==> src/rtl/pid_pkg.sv <==
// pid_pkg: shared constants and helpers for the pid_steer steering controller.
//   P_COEFF, D_COEFF : proportional / derivative gains
//   ERR_W            : width of the saturated error sample
//   DIFF_W           : width of the saturated derivative difference
//   SPD_W            : width of the signed wheel speed commands
//   sat()            : clamp a signed value into a w-bit two's complement range
package pid_pkg;

    localparam int P_COEFF = 3;
    localparam int D_COEFF = 6;

    localparam int ERR_W  = 10;
    localparam int DIFF_W = 7;
    localparam int SPD_W  = 11;

    function automatic logic signed [31:0] sat(input logic signed [31:0] v, input int w);
        logic signed [31:0] hi;
        logic signed [31:0] lo;
        hi = (32'sd1 <<< (w - 1)) - 32'sd1;
        lo = -(32'sd1 <<< (w - 1));
        if (v > hi)      return hi;
        else if (v < lo) return lo;
        else             return v;
    endfunction

endpackage

==> src/rtl/pid_steer_i_term.sv <==
// pid_i_term: saturating-by-hold integrator for the steering PID.
// Present only when the macro PID_I_TERM_EN is defined.
//   clk, rst_n : clock, asynchronous active-low reset
//   go         : run enable; low clears the integrator
//   vld        : sample strobe (stage-1 valid)
//   err_q      : signed 10-bit stage-1 error
//   i_term     : integrator >>> 4, signed 12-bit
`ifdef PID_I_TERM_EN
module pid_i_term
    import pid_pkg::*;
(
    input  logic                    clk,
    input  logic                    rst_n,
    input  logic                    go,
    input  logic                    vld,
    input  logic signed [ERR_W-1:0] err_q,
    output logic signed [11:0]      i_term
);

    logic signed [15:0] integ;
    logic signed [15:0] integ_sum;
    logic               ovf;

    assign integ_sum = integ + 16'(err_q);
    // Overflow only possible when both operands share a sign and the result flips it.
    assign ovf = (integ[15] == err_q[ERR_W-1]) && (integ_sum[15] != integ[15]);

    always_ff @(posedge clk or negedge rst_n) begin
        if (!rst_n) begin
            integ <= '0;
        end else if (!go) begin
            integ <= '0;
        end else if (vld && !ovf) begin
            integ <= integ_sum;
        end
    end

    assign i_term = 12'(integ >>> 4);

endmodule
`endif

==> src/rtl/pid_steer.sv <==
// pid_steer: closed-loop steering controller.
// Selects line-sensor or open-loop error, runs it through a saturating
// P/I/D pipeline, ramps forward speed while go is high and produces
// signed left/right wheel speeds.
// Optional integrator: define PID_I_TERM_EN to include it (I = 0 otherwise).
// Parameters: FAST_SIM (nonzero -> ramp step 4 instead of 1), FRWRD_MAX (ramp ceiling)
// Ports:
//   clk, rst_n     : clock, asynchronous active-low reset
//   err_vld        : one-cycle strobe, new error sample
//   error          : signed 16-bit line-sensor error
//   err_opn_lp     : signed 16-bit open-loop override error
//   line_present   : 1 selects error, 0 selects err_opn_lp
//   go             : run enable
//   moving         : forward speed is nonzero
//   lft_spd        : signed 11-bit left wheel speed
//   rght_spd       : signed 11-bit right wheel speed
module pid_steer
    import pid_pkg::*;
#(
    parameter int         FAST_SIM  = 0,
    parameter logic [9:0] FRWRD_MAX = 10'h300
) (
    input  logic                    clk,
    input  logic                    rst_n,
    input  logic                    err_vld,
    input  logic signed [15:0]      error,
    input  logic signed [15:0]      err_opn_lp,
    input  logic                    line_present,
    input  logic                    go,
    output logic                    moving,
    output logic signed [SPD_W-1:0] lft_spd,
    output logic signed [SPD_W-1:0] rght_spd
);

    localparam logic [10:0] INC = (FAST_SIM != 0) ? 11'd4 : 11'd1;

    logic signed [15:0]      err_sel;
    logic signed [ERR_W-1:0] err_sat;
    logic signed [ERR_W-1:0] err_q;
    logic                    vld_q;
    logic signed [ERR_W-1:0] hist_new;
    logic signed [ERR_W-1:0] hist_old;
    logic signed [10:0]      diff_raw;
    logic signed [13:0]      p_term;
    logic signed [12:0]      d_term;
    logic signed [11:0]      i_term;
    logic signed [14:0]      pid_sum;
    logic signed [14:0]      steer;
    logic [9:0]              frwrd;
    logic [10:0]             frwrd_sum;
    logic [9:0]              frwrd_nxt;
    logic signed [31:0]      lft_raw;
    logic signed [31:0]      rght_raw;

    assign err_sel = line_present ? error : err_opn_lp;
    assign err_sat = ERR_W'(sat(32'(err_sel), ERR_W));

    // ---- stage 1: sample register ----
    always_ff @(posedge clk or negedge rst_n) begin
        if (!rst_n) begin
            err_q <= '0;
            vld_q <= 1'b0;
        end else begin
            vld_q <= err_vld;
            if (err_vld) err_q <= err_sat;
        end
    end

    // ---- stage 2: PID terms and output register ----
    assign p_term   = 14'(err_q) * 14'(P_COEFF);
    assign diff_raw = 11'(err_q) - 11'(hist_old);
    assign d_term   = 13'(sat(32'(diff_raw), DIFF_W)) * 13'(D_COEFF);

`ifdef PID_I_TERM_EN
    pid_i_term u_i (
        .clk    (clk),
        .rst_n  (rst_n),
        .go     (go),
        .vld    (vld_q),
        .err_q  (err_q),
        .i_term (i_term)
    );
`else
    assign i_term = '0;
`endif

    assign pid_sum = 15'(p_term) + 15'(i_term) + 15'(d_term);
    assign steer   = pid_sum >>> 3;

    assign frwrd_sum = {1'b0, frwrd} + INC;
    assign frwrd_nxt = (frwrd_sum > {1'b0, FRWRD_MAX}) ? FRWRD_MAX : frwrd_sum[9:0];

    // Outputs use the ramped speed of this same sample.
    assign lft_raw  = $signed({22'd0, frwrd_nxt}) + 32'(steer);
    assign rght_raw = $signed({22'd0, frwrd_nxt}) - 32'(steer);

    // go low has priority over a coincident sample: everything clears.
    always_ff @(posedge clk or negedge rst_n) begin
        if (!rst_n) begin
            hist_new <= '0;
            hist_old <= '0;
            frwrd    <= '0;
            lft_spd  <= '0;
            rght_spd <= '0;
        end else if (!go) begin
            hist_new <= '0;
            hist_old <= '0;
            frwrd    <= '0;
            lft_spd  <= '0;
            rght_spd <= '0;
        end else if (vld_q) begin
            hist_old <= hist_new;
            hist_new <= err_q;
            frwrd    <= frwrd_nxt;
            lft_spd  <= SPD_W'(sat(lft_raw, SPD_W));
            rght_spd <= SPD_W'(sat(rght_raw, SPD_W));
        end
    end

    assign moving = (frwrd != '0);

endmodule

==> config.mk <==
export PLATFORM = sky130hd
export DESIGN_NAME = pid_steer
export DESIGN_NICKNAME = d
export VERILOG_FILES = /design/src/rtl/pid_pkg.sv /design/src/rtl/pid_steer_i_term.sv /design/src/rtl/pid_steer.sv
export SDC_FILE = /design/constraint.sdc
export NUM_CORES = 1
export LEC_CHECK = 0
export CAP_MARGIN = 20
export CORE_UTILIZATION = 55
export DETAILED_ROUTE_END_ITERATION = 8
export HOLD_SLACK_MARGIN = 0.05
export MAX_ROUTING_LAYER = met4
export PLACE_DENSITY = 0.81
export SYNTH_ARGS = -nofsm -noshare
export SYNTH_HDL_FRONTEND = slang
export SYNTH_HIERARCHICAL = 1
export SYNTH_SLANG_ARGS = --single-unit
==> constraint.sdc <==
create_clock -name clk -period 26.2 [get_ports clk]
set_clock_uncertainty 0.2 [all_clocks]
set_input_delay 5.24 -clock clk [delete_from_list [all_inputs] [get_ports clk]]
set_output_delay 5.24 -clock clk [all_outputs]
set_load 0.02 [all_outputs]
# Word level (Yosys, flattened, before mapping)
# Index checks and enable logic that the tools add are counted.
[classes] add_sub_neg=5 multipliers=2 n_lt_le_gt_ge=9 eq_ne=1 muxes=20 n_reduce_logical=1
[ops] cell="2-to-1 mux 10 bit" count=9
[ops] cell="2-to-1 mux 11 bit" count=8
[ops] cell="2-to-1 mux 13 bit" count=2
[ops] cell="> comparator 12 x 11 -> 1 bit, second input constant" count=2
[ops] cell="less-than comparator 12 x 11 -> 1 bit, second input constant" count=2
[ops] cell="> comparator 16 x 10 -> 1 bit, second input constant" count=1
[ops] cell="less-than comparator 16 x 10 -> 1 bit, second input constant" count=1
[ops] cell="2-to-1 mux 16 bit" count=1
[ops] cell="adder 13 x 13 -> 14 bit" count=1
[ops] cell="multiplier 10 x 3 -> 13 bit, second input constant" count=1
[ops] cell="multiplier 13 x 3 -> 12 bit, second input constant" count=1
[ops] cell="adder 11 x 11 -> 12 bit" count=1
[ops] cell="subtractor 11 x 11 -> 12 bit" count=1
[ops] cell="adder 10 x 1 -> 11 bit, second input constant" count=1
[ops] cell="> comparator 11 x 10 -> 1 bit, second input constant" count=1
[ops] cell="> comparator 11 x 7 -> 1 bit, second input constant" count=1
[ops] cell="less-than comparator 11 x 7 -> 1 bit, second input constant" count=1
[ops] cell="subtractor 10 x 10 -> 11 bit" count=1
[ops] cell="nonzero test 10 bit" count=1
[ops] cell="!= test 2 x 1 -> 1 bit, second input constant" count=1
[totals] register_bits=63 in_bits=37 output_inout_bits=23 wordCells=45

# Logic depth before layout (Yosys ltp)
[depth] ltp_word=12 depth_mapped=39

# Least setup slack after synthesis
# Ideal clock, no wire load.
[synth_timing] path_kind="reg-to-reg" from="reg err_q[0]" to="reg rght_spd[0]" setup_time_ns=0.078 arrival_time_ns=8.116 path_slack_ns=17.806 stages_incl_launch_ff=36 path_buffers=3 period_less_slack_ns=8.394 cell_sequence="dfrtp_1 > inv_1 > ha_1 > inv_1 > fa_1 > a21o_1 > a2111oi_4 > o31ai_2 > o31a_1 > buf_4 > nor2_1 > nand3_1 > ha_1 > clkbuf_1 > o21ai_0 > ha_1 > ha_1 > a21o_1 > a21oi_1 > o21bai_1 > a21oi_1 > xnor2_1 > fa_1 > ha_1 > and4_1 > a221oi_1 > nand2_1 > a31oi_1 > xnor2_1 > ha_1 > clkbuf_1 > or4_1 > or4_1 > o21ai_0 > mux2i_2 > a21oi_1"
[synth_between] elab_chain_len=12
[synth_lines] element="start, declared" line_no="pid_steer.sv:39" rtl="logic signed [ERR_W-1:0] err_q;"
[synth_lines] element="start signal, assigned" line_no="pid_steer.sv:65" rtl="if (err_vld) err_q <= err_sat;"
[synth_lines] element="subtractor 10 x 10 -> 11 bit" line_no="pid_steer.sv:71" rtl="assign diff_raw = 11'(err_q) - 11'(hist_old);"
[synth_lines] element="less-than comparator 11 x 7 -> 1 bit" line_no="pid_pkg.sv:22" rtl="else if (v < lo) return lo;"
[synth_lines] element="2-to-1 mux 13 bit" line_no="pid_pkg.sv:22"
[synth_lines] element="2-to-1 mux 13 bit" line_no="pid_pkg.sv:21" rtl="if (v > hi) return hi;"
[synth_lines] element="multiplier 13 x 3 -> 12 bit" line_no="pid_steer.sv:72" rtl="assign d_term = 13'(sat(32'(diff_raw), DIFF_W)) * 13'(D_COEFF);"
[synth_lines] element="adder 13 x 13 -> 14 bit *" line_no="pid_steer.sv:87" rtl="assign pid_sum = 15'(p_term) + 15'(i_term) + 15'(d_term);"
[synth_lines] element="subtractor 11 x 11 -> 12 bit *" line_no="pid_steer.sv:95" rtl="assign rght_raw = $signed({22'd0, frwrd_nxt}) - 32'(steer);"
[synth_lines] element="less-than comparator 12 x 11 -> 1 bit" line_no="pid_pkg.sv:22"
[synth_lines] element="2-to-1 mux 11 bit" line_no="pid_pkg.sv:22"
[synth_lines] element="2-to-1 mux 11 bit *" line_no="pid_pkg.sv:21"
[synth_lines] element="2-to-1 mux 11 bit *" line_no="pid_steer.sv:111" rtl="end else if (vld_q) begin"
[synth_lines] element="2-to-1 mux 11 bit *" line_no="pid_steer.sv:105" rtl="end else if (!go) begin"
[synth_lines] element="end signal, assigned" line_no="pid_steer.sv:116" rtl="rght_spd <= SPD_W'(sat(rght_raw, SPD_W));"
[synth_lines] element="end, declared" line_no="pid_steer.sv:32" rtl="output logic signed [SPD_W-1:0] rght_spd"
# Mark *: on every way between the ends. The rest lies on a longest branch, timed or not. The select of a mux whose other input is x is not followed.
# A chain may end at the register's enable or synchronous reset.

# Final worst setup path
[layout_timing] from="reg err_q[0]" to="reg rght_spd[9]"
# The elaborated chain is that of the path after synthesis.

==> impl_metrics.py <==
metrics = {
    "global_route": {
        "grt_pass1_wl_mm": 23.1,
        "antenna_found_initial": 0,
        "grt_pass1_vias": 4892,
        "grt_use_total_pct": 26.6,
        "overflow": 0,
        "grt_max_degree": 64,
    },
    "drt": {
        "drt-initial-drc-count": 209,
        "drc": 0,
        "drt-total-wl_mm": 13.7,
        "wl_per_cell_um": 15.6,
        "drtAntennaViolNets": 0,
        "vias": 5054,
        "via_per_inst": 5.74,
        "drt_pass1_iterations": 4,
    },
    "clocking": {
        "numCtsBuffers": 9,
        "insertion_delay_ps": 360,
        "path_clk_slew_ps": 80,
        "root_buffer": "clkbuf_8",
        "cts_max_path_buffers": 2,
        "cts_tree": "built",
        "cts_resized": 0,
        "holdBufCountCts": 0,
        "clock_sinks": 63,
        "htree_num_levels": 3,
        "post_cts_buffers": 0,
    },
    "logic_synthesis": {
        "async_flop_share_pct": 100,
        "seq_area_frac_synth_pct": 26.0,
        "synth_area_per_cell_um2": 8.84,
        "syn_area_um2": 6070,
        "synth-main-ff-cell": "dfrtp_1",
        "yosysWarnings": 6,
        "synth_cells": 687,
        "synth_edf_count": 0,
        "synth_seq_cells": 63,
        "ys_types": 63,
        "syn_nets": 809,
    },
    "floorplan": {
        "die_area_um2": 11500,
        "core_um2": 10500,
        "rows": 37,
        "die_h_um": 107,
        "die_x_um": 107,
        "initial_core_util_pct": 57.8,
        "io_pins": 60,
    },
    "sta": {
        "slew_headroom_pct": 47.0,
        "fin_crit_ps": 8990,
        "finalSetupViolations": 0,
        "finalCritPeriodShare_pct": 34.3,
        "setup_tns_ps": 0,
        "fmax_mhz": 111,
        "grt_setup_unrepaired": "no",
        "worstMarginPinSlew_ps": 795,
        "hold_viol": 0,
        "drv_slew": 0,
    },
    "cells_and_area": {
        "synthToLayoutAreaGrowth_pct": 15.8,
        "layout_common_cells": "ha_1, inv_1, dfrtp_1",
        "final_nets": 861,
        "layout_commonest_cell": "ha_1",
        "n_antenna_cell": 0,
        "drive_gt1_share_pct": 5.91,
        "nFillCells": 859,
    },
    "setup_path": {
        "cp_top_family": "compound AO/OA/AOI/OAI gates",
        "worstReg2RegStart": "err_q[0]$_DFFE_PN0P_",
        "crit_arrival_ps": 9070,
        "crit_type": "flip-flop to flip-flop",
        "cp-end-kind": "flip-flop",
        "timing.rr.end": "rght_spd[9]$_DFFE_PN0P_",
        "path_buf_inv": 2,
        "r2r_cells": 32,
        "cp_slowest_cell": "or4_1",
        "path_common_cell": "ha_1",
        "rrSetupSlack_ps": 17210,
        "max_stage_delay_ps": 570,
        "worstPathRequired_ps": 26280,
        "cp-start-kind": "flip-flop",
        "cp_max_fo": 11,
    },
    "placed_design": {
        "hpwl_mm": 10.8,
        "port_buffers": 59,
        "gp_congestion": 0.890,
    },
    "min_path": {
        "hold_path_class": "flip-flop to flip-flop",
        "hold_depth": 1,
        "min-delay-start": "lft_spd[1]$_DFFE_PN0P_",
        "holdPathEnd": "lft_spd[1]$_DFFE_PN0P_",
    },
    "flow_run": {
        "maxCapViolations": 0,
    },
    "outcome": {
        "status": "completed",
    },
}
==> sequential cells by signal (all words and copies together) (netlist names) <==
| register | flops |
|---|---|
| lft_spd | 11 |
| err_q | 10 |
| rght_spd | 11 |
| vld_q | 1 |
| hist_old | 10 |
| frwrd | 10 |
| hist_new | 10 |
==> worst max path at each step <==
| stage | end | depth (start not counted) | slack (ps) | from |
|---|---|---|---|---|
| 2_1_floorplan | rght_spd[0]$_DFFE_PN0P_ | 35 | 17810 | err_q[0]$_DFFE_PN0P_ |
| 3_3_place_gp | rght_spd[6]$_DFFE_PN0P_ | 32 | 17620 | err_q[0]$_DFFE_PN0P_ |
| 3_5_place_dp | rght_spd[9]$_DFFE_PN0P_ | 32 | 17290 | err_q[0]$_DFFE_PN0P_ |
| 4_1_cts | rght_spd[9]$_DFFE_PN0P_ | 32 | 17240 | err_q[0]$_DFFE_PN0P_ |
| 5_1_grt | rght_spd[3]$_DFFE_PN0P_ | 32 | 16690 | err_q[0]$_DFFE_PN0P_ |
| 6_report | rght_spd[9]$_DFFE_PN0P_ | 32 | 17210 | err_q[0]$_DFFE_PN0P_ |
==> layout make-up <==
cell class	count	area (µm²)	share of cell area, %
Clock buffer	12	165	2.35
Clock inverter	4	76.3	1.09
Inverter	66	248	3.52
Multi-Input combinational cell	535	4160	59.1
Sequential cell	63	1580	22.4
Tap cell	136	170	2.42
Timing Repair Buffer	64	643	9.14
==> synth_stat cells (all sizes together), types with 2 or more instances <==
| master | number | share of area (%) |
|---|---|---|
| nand3b | 4 | 0.49 |
| xor2 | 19 | 2.7 |
| a32o | 2 | 0.33 |
| o21ba | 2 | 0.33 |
| ha | 72 | 15 |
| o21a | 9 | 1.1 |
| buf | 5 | 0.41 |
| o31ai | 4 | 0.58 |
| nor2 | 45 | 2.8 |
| dfrtp | 63 | 26 |
| a211oi | 3 | 0.37 |
| a21o | 13 | 1.6 |
| nand2 | 34 | 2.1 |
| nand4 | 5 | 0.76 |
| o21ai | 39 | 3.2 |
| or4 | 5 | 0.62 |
| or3b | 3 | 0.43 |
| a31oi | 5 | 0.52 |
| inv | 66 | 4.1 |
| clkbuf | 18 | 1.1 |
| o22ai | 4 | 0.41 |
| nand2b | 10 | 1.0 |
| or2 | 3 | 0.31 |
| mux2i | 29 | 4.8 |
| xnor2 | 28 | 4.0 |
| and3 | 10 | 1.0 |
| nor2b | 35 | 3.6 |
| a221o | 2 | 0.33 |
| nand3 | 9 | 0.74 |
| a211o | 7 | 1.0 |
| a21oi | 52 | 4.3 |
| o21bai | 13 | 1.6 |
| nor3 | 14 | 1.2 |
| mux2 | 11 | 2.1 |
| a221oi | 2 | 0.29 |
| and2 | 8 | 0.82 |
| fa | 13 | 4.3 |
| nor4 | 3 | 0.31 |
| a41oi | 2 | 0.41 |
| and4 | 2 | 0.29 |
==> layer usage <==
| layer | global-route usage, % | vias to the layer above | wire, µm |
|---|---|---|---|
| met1 | 29.9 | 2390 | 5770 |
| li1 | - | 2506 | - |
| met3 | 5.23 | 25 | 658 |
| met5 | - | - | 0 |
| met2 | 45.9 | 133 | 6870 |
| met4 | 11.6 | 0 | 429 |
==> kinds of logic (layout without fill, tap and decap cells) <==
family,after synthesis,count (layout),synth area share [%]
DFF,63,63,26.0
xor gates and xnor gates,47,47,6.78
AOI/OAI and AO/OA,171,171,18.8
buffers and inverters,89,146,5.60
muxes,40,40,6.94
adders and majority gates,85,85,19.1
and+or+nand+nor,192,192,16.8
==> worst register-to-register path, delay by kind of cell, from the launching register on <==
| family | cells | cell delay, ps |
|---|---|---|
| DFF | 1 | 420 |
| muxes | 1 | 210 |
| buffers and inverters | 2 | 120 |
| and+or+nand+nor | 6 | 1640 |
| xor gates and xnor gates | 2 | 320 |
| AOI/OAI and AO/OA | 13 | 3220 |
| adders and majority gates | 8 | 2750 |
==> through the flow <==
step	hold slack, ps	instance area (µm²)	instances	setup WS (ps)	util (%)
global route	323	7030	880	16690	66.9
detailed placement	282	6760	862	17290	64.3
finish	295	7030	880	17210	66.9
global placement	264	6760	862	17620	64.3
floorplan	309	6070	687	17810	-
CTS	298	7000	878	17240	66.6
Power is not shown: default switching activity piles up to over one toggle a cycle in this logic, so the estimate is an artifact.
